[src/rtl/alut_wb_buf.sv]
// ---------------------------------------------------------------------------
// alut_wb_buf
//   Small in-order queue between the execute lane and register writeback.
//   Finished execute results are pushed at the tail and presented to
//   writeback from the head, straight out of the storage registers.
//   Results still owned by a multi-cycle mul/div (ex_busy_i) are held off
//   until their final value appears.
//
// Parameters
//   DEPTH          queue entries, 2 or 4
//
// Ports
//   clk            clock, all state updates on the rising edge
//   rst            asynchronous active-low reset
//   ex_valid_i     execute presents a result this cycle
//   ex_busy_i      result not final yet (multi-cycle op in flight)
//   ex_rd_ena_i    result writes a register
//   ex_rd_addr_i   destination register
//   ex_rd_data_i   result data
//   ex_pc_i        instruction PC
//   ex_inst_i      instruction word
//   flush_i        drop every queued and presented result
//   wb_ready_i     writeback takes the head entry this cycle
//   ex_ready_o     queue can take a push this cycle
//   wb_valid_o     head entry present
//   wb_rd_ena_o    head entry fields (all zero while the queue is empty)
//   wb_rd_addr_o
//   wb_rd_data_o
//   wb_pc_o
//   wb_inst_o
//   retire_cnt_o   running count of entries handed to writeback
// ---------------------------------------------------------------------------
module alut_wb_buf #(
    parameter int DEPTH = 2
) (
    input  logic        clk,
    input  logic        rst,
    input  logic        ex_valid_i,
    input  logic        ex_busy_i,
    input  logic        ex_rd_ena_i,
    input  logic [4:0]  ex_rd_addr_i,
    input  logic [63:0] ex_rd_data_i,
    input  logic [63:0] ex_pc_i,
    input  logic [31:0] ex_inst_i,
    input  logic        flush_i,
    input  logic        wb_ready_i,
    output logic        ex_ready_o,
    output logic        wb_valid_o,
    output logic        wb_rd_ena_o,
    output logic [4:0]  wb_rd_addr_o,
    output logic [63:0] wb_rd_data_o,
    output logic [63:0] wb_pc_o,
    output logic [31:0] wb_inst_o,
    output logic [63:0] retire_cnt_o
);

    // DEPTH is a power of two, so the pointers wrap naturally.
    localparam int PTR_W = $clog2(DEPTH);
    localparam int CNT_W = PTR_W + 1;

    logic [PTR_W-1:0] wr_ptr_q, wr_ptr_d;
    logic [PTR_W-1:0] rd_ptr_q, rd_ptr_d;
    logic [CNT_W-1:0] count_q, count_d;
    logic [63:0]      retire_cnt_q, retire_cnt_d;

    // Payload storage; never reset, every read is masked by the count.
    logic        rd_ena_mem  [DEPTH];
    logic [4:0]  rd_addr_mem [DEPTH];
    logic [63:0] rd_data_mem [DEPTH];
    logic [63:0] pc_mem      [DEPTH];
    logic [31:0] inst_mem    [DEPTH];

    logic push;
    logic pop;

    // Ready looks only at the registered count: a full queue refuses the
    // push even when writeback is draining the head in the same cycle.
    assign ex_ready_o = (count_q != CNT_W'(DEPTH));
    assign wb_valid_o = (count_q != '0);

    assign push = ex_valid_i & ~ex_busy_i & ex_ready_o & ~flush_i;
    assign pop  = wb_valid_o & wb_ready_i & ~flush_i;

    always_comb begin
        wr_ptr_d     = wr_ptr_q;
        rd_ptr_d     = rd_ptr_q;
        count_d      = count_q;
        retire_cnt_d = retire_cnt_q;
        if (flush_i) begin
            wr_ptr_d = '0;
            rd_ptr_d = '0;
            count_d  = '0;
        end else begin
            if (push) begin
                wr_ptr_d = wr_ptr_q + PTR_W'(1);
            end
            if (pop) begin
                rd_ptr_d     = rd_ptr_q + PTR_W'(1);
                retire_cnt_d = retire_cnt_q + 64'd1;
            end
            case ({push, pop})
                2'b10:   count_d = count_q + CNT_W'(1);
                2'b01:   count_d = count_q - CNT_W'(1);
                default: count_d = count_q;
            endcase
        end
    end

    always_ff @(posedge clk or negedge rst) begin
        if (!rst) begin
            wr_ptr_q     <= '0;
            rd_ptr_q     <= '0;
            count_q      <= '0;
            retire_cnt_q <= '0;
        end else begin
            wr_ptr_q     <= wr_ptr_d;
            rd_ptr_q     <= rd_ptr_d;
            count_q      <= count_d;
            retire_cnt_q <= retire_cnt_d;
        end
    end

    // Writes to x0 are architecturally dead, so the enable is dropped here
    // and writeback never has to special-case register zero.
    always_ff @(posedge clk) begin
        if (push) begin
            rd_ena_mem[wr_ptr_q]  <= ex_rd_ena_i & (ex_rd_addr_i != 5'd0);
            rd_addr_mem[wr_ptr_q] <= ex_rd_addr_i;
            rd_data_mem[wr_ptr_q] <= ex_rd_data_i;
            pc_mem[wr_ptr_q]      <= ex_pc_i;
            inst_mem[wr_ptr_q]    <= ex_inst_i;
        end
    end

    assign wb_rd_ena_o  = wb_valid_o ? rd_ena_mem[rd_ptr_q]  : 1'b0;
    assign wb_rd_addr_o = wb_valid_o ? rd_addr_mem[rd_ptr_q] : 5'd0;
    assign wb_rd_data_o = wb_valid_o ? rd_data_mem[rd_ptr_q] : 64'd0;
    assign wb_pc_o      = wb_valid_o ? pc_mem[rd_ptr_q]      : 64'd0;
    assign wb_inst_o    = wb_valid_o ? inst_mem[rd_ptr_q]    : 32'd0;

    assign retire_cnt_o = retire_cnt_q;

endmodule

[config.mk]
export PLATFORM = sky130hd
export DESIGN_NAME = alut_wb_buf
export DESIGN_NICKNAME = d
export VERILOG_FILES = /design/src/rtl/alut_wb_buf.sv
export SDC_FILE = /design/constraint.sdc
export NUM_CORES = 1
export LEC_CHECK = 0
export BUFFER_PORTS_ARGS = -buffer_cell sky130_fd_sc_hd__buf_2
export CAP_MARGIN = 5
export CORE_AREA = 2 2 216 218
export DETAILED_ROUTE_END_ITERATION = 16
export DIE_AREA = 0 0 218 220
export PLACE_DENSITY_LB_ADDON = 0.15
export SLEW_MARGIN = 30
export SYNTH_ARGS = -nofsm -noshare
export SYNTH_HDL_FRONTEND = slang
export SYNTH_SLANG_ARGS = --single-unit
[constraint.sdc]
create_clock -name clk -period 25.2 [get_ports clk]
set_clock_uncertainty 0.15 [all_clocks]
set_input_delay 1.26 -clock clk [delete_from_list [all_inputs] [get_ports clk]]
set_output_delay 1.26 -clock clk [all_outputs]
set_load 0.01 [all_outputs]
After elaboration in Yosys (flattened, before gate mapping). Memories as Yosys holds them, arrays and structs flattened. Cells that the tools add are included.

Register bits: 68. RAM bits: 332. Bits of input ports: 172. Output and inout port bits: 232. Logic and storage cells: 44. Memories kept: 5.

Memories: pc_mem (words 2, bits a word 64, rd ports 1, clocked after memory_dff 0, wr ports 1, line 70) `logic [63:0] pc_mem [DEPTH];`; rd_data_mem (words 2, bits a word 64, rd ports 1, clocked after memory_dff 0, wr ports 1, line 69) `logic [63:0] rd_data_mem [DEPTH];`; inst_mem (words 2, bits a word 32, rd ports 1, clocked after memory_dff 0, wr ports 1, line 71) `logic [31:0] inst_mem [DEPTH];`; rd_addr_mem (words 2, bits a word 5, rd ports 1, clocked after memory_dff 0, wr ports 1, line 68) `logic [4:0] rd_addr_mem [DEPTH];`; rd_ena_mem (words 2, bits a word 1, rd ports 1, clocked after memory_dff 0, wr ports 1, line 67) `logic rd_ena_mem [DEPTH];`.

$add $sub $neg: 5. Eq/ne operators: 3. Multiplexer cells: 13. Bitwise logic cells: 8. Reductions and logical operators: 6.

Operators by type and width (number): 2-to-1 mux 64 bit (2); adder 64 x 1 -> 64 bit, second input constant (1); 2-to-1 mux 32 bit (1); 2-to-1 mux 1 bit (7); AND 1 bit (6); nonzero test 2 bit (3); 2-to-1 mux 5 bit (1); nonzero test 5 bit (1); one-hot mux 2 bit (2 select lines) (1); nonzero test 3 bit (1); adder 1 bit, second input constant (2); adder 2 x 1 -> 2 bit, second input constant (1); equality test 2 x 1 -> 1 bit, second input constant (1); equality test 2 bit, second input constant (1); 2-to-1 mux 2 bit (1); inequality test 2 bit, second input constant (1); inverter 1 bit (2); AND reduction 2 bit (1); subtractor 2 x 1 -> 2 bit, second input constant (1).

Longest topological paths before layout.
Depth in word-level cells: 7. Gate-level depth with buffers: 8.

Worst setup path after synthesis. Ideal clock, no wire load.

Kind: input to register. Start point: input port ex_valid_i. End point: memory inst_mem[1][0], enable pin. Setup time: 0.929 ns. Data arrival time: 13.537 ns. Slack: 10.584 ns. Stages on the path: 3. Cells stage by stage: nor2b_1 -> nand2_1 -> nor3b_1.

Cells in the longest elaborated chain, start to end: 5.

RTL lines: start, declared (line 38) `input logic ex_valid_i,`; AND 1 bit (3 in a row) (line 81) `assign push = ex_valid_i & ~ex_busy_i & ex_ready_o & ~flush_i;`; 2-to-1 mux 1 bit (line 126) `if (push) begin`; 2-to-1 mux 1 bit (not written as such) (line 131) `inst_mem[wr_ptr_q] <= ex_inst_i;`; end, declared (line 71).

No other way between the ends.

Worst setup path in the final report.
Start point: register rd_ptr_q. End point: output port wb_pc_o[0].

Cells in the longest elaborated chain, start to end: 2.

RTL lines: start, declared (line 62) `logic [PTR_W-1:0] rd_ptr_q, rd_ptr_d;`; start signal, assigned (line 117) `rd_ptr_q <= rd_ptr_d;`; memory read (2 x 64 bit); 2-to-1 mux 64 bit (line 138) `assign wb_pc_o = wb_valid_o ? pc_mem[rd_ptr_q] : 64'd0;`; end, declared (line 52) `output logic [63:0] wb_pc_o,`.

No other way between the ends.

==> impl_results.md <==
- Cell family with most CP delay: buffers and inverters
- Overall power: 1.50 mW
- Worst slack at placement: 21,010 ps
- Most frequent cell after synthesis: edfxtp_1
- Post-layout min period: 4690 ps
- Crit-path slowest cell: dfrtp_4
- Max-cap viol count: 0
- Syn Std Cell Area: 0.0158 mm2
- HP Class: flip-flop to flip-flop
- Worst-path maximum fanout: 61
- DR iter-0 viols: 540
- Grt ovf: 0
- Fill count: 4,280
- ANT nets after route: 0
- Initial antenna violation count: 16
- P_leak: 7.93 nW
- Layout cells sized above 1: 34.6%
- Flops & latches, synth: 400
- Worst slew margin: 36.9%
- Psw: 0.339 mW
- Max stage delay on crit path: 700 ps
- Worst slew pin tran: 946 ps
- Top FF cell, synth: edfxtp_1
- Number of synthesized flops with an enable pin: 332
- PwrDens: 74.7 mW/mm2
- Synth area leader: edfxtp_1
- Peak Freq: 213 MHz
- CTS Root Cell: clkbuf_16
- Largest cells by area after synthesis: edfxtp_1 63%, dfrtp_1 11%, mux2i_1 10%
- Synth Warn #: 0
- Final wirelength: 39,800 um
- Sw Ratio: 22.6%
- Post-synth top area share: 63.0%
- Largest net degree at the start of global routing: 97
- Hold_buf cts: 0
- Setup violations, final: 0
- Sum Neg Setup Slack: 0 ps
- Status: finished, final reports clean
- CTS clk-pin slew, worst paths: 60 ps
- Number of cell rows: 79
- Final Hold Viols: 0
- IO Port Bufs: 403
- Worst Path Required: 23,790 ps
- DRT Pass-1 Iters: 4
- Synthesized Nets: 1,189
- Peak supply drop: 89.0 uV
- CP Capture Type: output port
- WL/cell: 19.2 um
- First-pass GRT wire length: 58,600 um
- Share of power burned in registers: 49.6%
- Vias in the first global route: 9,722
- Core Region: 0.0459 mm2
- Startpoint Class: flip-flop
- Gr usage total: 16.1%
- Worst setup margin: 20,510 ps
- Cells after synthesis: 1,016
- Io pins: 404
- Post-synth top cells: 332 x edfxtp_1, 183 x nor2_1, 166 x mux2i_1, 68 x dfrtp_1, 34 x xor2_1
- Crit path buffers/inverters: 3
- H-tree Lvls: 2
- DP HPWL: 26,400 um
- CP Cell Sequence: buf_4 -> buf_6 -> mux2i_1 -> nor2_1 -> buf_2
- Slew Limit Fails: 0
- Mean area per synthesized cell: 15.6 um2
- Fin crit share: 18.6%
- Num CTS Buffers: 45
- PostCTS Resize Cnt: 0
- CP arrival: 3280 ps
- RSZ-0062 raised after global routing: no
- WS Path Type: flip-flop to output port
- Syn-to-layout area delta: 26.5%
- Cell Int Power: 1.16 mW
- Library cells used by synthesis: 42
- Initial cell density of the core: 34.5%
- Post-synthesis sequential area ratio: 73.7%
- Vias/cell: 4.71
- Gpl congestion: 0.794
- Setup bufs post-CTS: 0
- Post-route DRC: 0
- Max clock buf depth: 3
- CTS tree: built
- Vias: 9,779
- Nets@finish: 1,606
- Skew-Pair Late Insertion Delay: 570 ps
- TritonCTS sink count: 400
- Die area: 0.0480 mm2
- Asr flop ratio synth: 17.0%
- Combinational power share: 7.1%
- Clock Power Share: 43.3%
- Die width: 218 um
- Chip height: 220 um
[power groups by stage]
stage	combinational [mW]	clock [mW]	sequential [mW]
after floorplan	0.0544	0	0.759
after global placement	0.106	0	0.756
after detailed placement	0.109	0	0.756
after CTS	0.109	0.667	0.743
after global routing	0.117	0.691	0.744
final	0.107	0.647	0.743
[layout by cell type, fill, tap and decap left out, types with 2 or more instances in the layout]
master / Yosys / final
mux2i_1: 166 / 166
nand3_1: 20 / 20
nor2_1: 183 / 182
bufinv_16: 0 / 5
inv_16: 0 / 2
xnor2_1: 31 / 31
buf_2: 18 / 403
clkinvlp_4: 0 / 3
nor3_1: 15 / 14
nand4_4: 2 / 2
and3_1: 9 / 9
diode_2: 0 / 4
clkbuf_1: 18 / 8
xor2_1: 34 / 34
buf_16: 0 / 2
inv_1: 10 / 10
nand3b_1: 2 / 2
clkbuf_16: 0 / 45
a21oi_1: 3 / 3
dfrtp_1: 68 / 67
o21a_1: 2 / 2
or3_1: 2 / 2
edfxtp_1: 332 / 332
nor4_4: 3 / 3
nand4_1: 18 / 18
nor3_2: 11 / 12
buf_6: 3 / 4
buf_4: 0 / 5
clkinv_2: 0 / 9
nand2_1: 28 / 28
or3_4: 2 / 2
and4_1: 3 / 3
nand2b_1: 3 / 3
nor4_1: 8 / 8
clkinv_1: 0 / 9
nor4_2: 2 / 2
[layer usage]
metal  GRT usage, %  routed length (um)  share of wire (%)  up-vias
li1               -                   -                  -     4576
met1           19.5               15800                 40     4795
met2           26.1               19400                 49      290
met3           5.98                3360                8.4       92
met4           6.28                1080                2.7       26
met5              0                 160               0.40        -
[registers in the layout, indices dropped and copies added (netlist names)]
name	cells
count_q	2
inst_mem	64
pc_mem	128
rd_addr_mem	10
rd_data_mem	128
rd_ena_mem	2
rd_ptr_q	1
retire_cnt_o	64
wr_ptr_q	1
[layout make-up]
type / instances / area, um2 / area share, %
Antenna cell: 4 / 10.0 / 0.0500
Multi-Input combinational cell: 561 / 3930 / 19.6
Inverter: 10 / 37.5 / 0.187
Tap cell: 607 / 759 / 3.79
Timing Repair Buffer: 415 / 2170 / 10.9
Clock inverter: 28 / 292 / 1.46
Sequential cell: 400 / 11700 / 58.3
Clock buffer: 53 / 1160 / 5.77
[worst paths after layout]
kind,startpoint,to,slack [ps],cells after the start
min in group asynchronous,rst,retire_cnt_o[14],640,2
max in group asynchronous,rst,rd_ptr_q,23750,2
min,retire_cnt_o[63],retire_cnt_o[63],310,1
max reg2reg,count_q[0],inst_mem[1][26],22120,5
max,rd_ptr_q,wb_pc_o[0],20510,5
min reg2reg,retire_cnt_o[63],retire_cnt_o[63],310,1
[stage by stage]
step / std cells / util, % / hold WS [ps] / instance area [um2]
final: 2078 / 43.7 / 310 / 20000
after floorplan: 1016 / - / 354 / 15800
after CTS: 2074 / 43.6 / 314 / 20000
after global routing: 2076 / 43.7 / 355 / 20000
after detailed placement: 1993 / 40.5 / 306 / 18600
after global placement: 1991 / 40.3 / 303 / 18500
[kinds of logic after synthesis]
kind of cell,count (synthesis),share of synthesized area (%)
flip-flops,400,73.7
XOR/XNOR,65,3.60
multiplexers,167,10.6
AND/OR/NAND/NOR,320,10.1
adder cells (fa/ha/maj),1,0.0790
buffers and inverters,55,1.59
AO/OA/AOI/OAI,8,0.316
[worst reg2reg max path, delay by kind of cell (launching register included)]
family | cells | cell delay [ps]
AND/OR/NAND/NOR | 3 | 920
buffers and inverters | 2 | 1120
flip-flops | 1 | 490
Power figures use the tool's default switching activity.
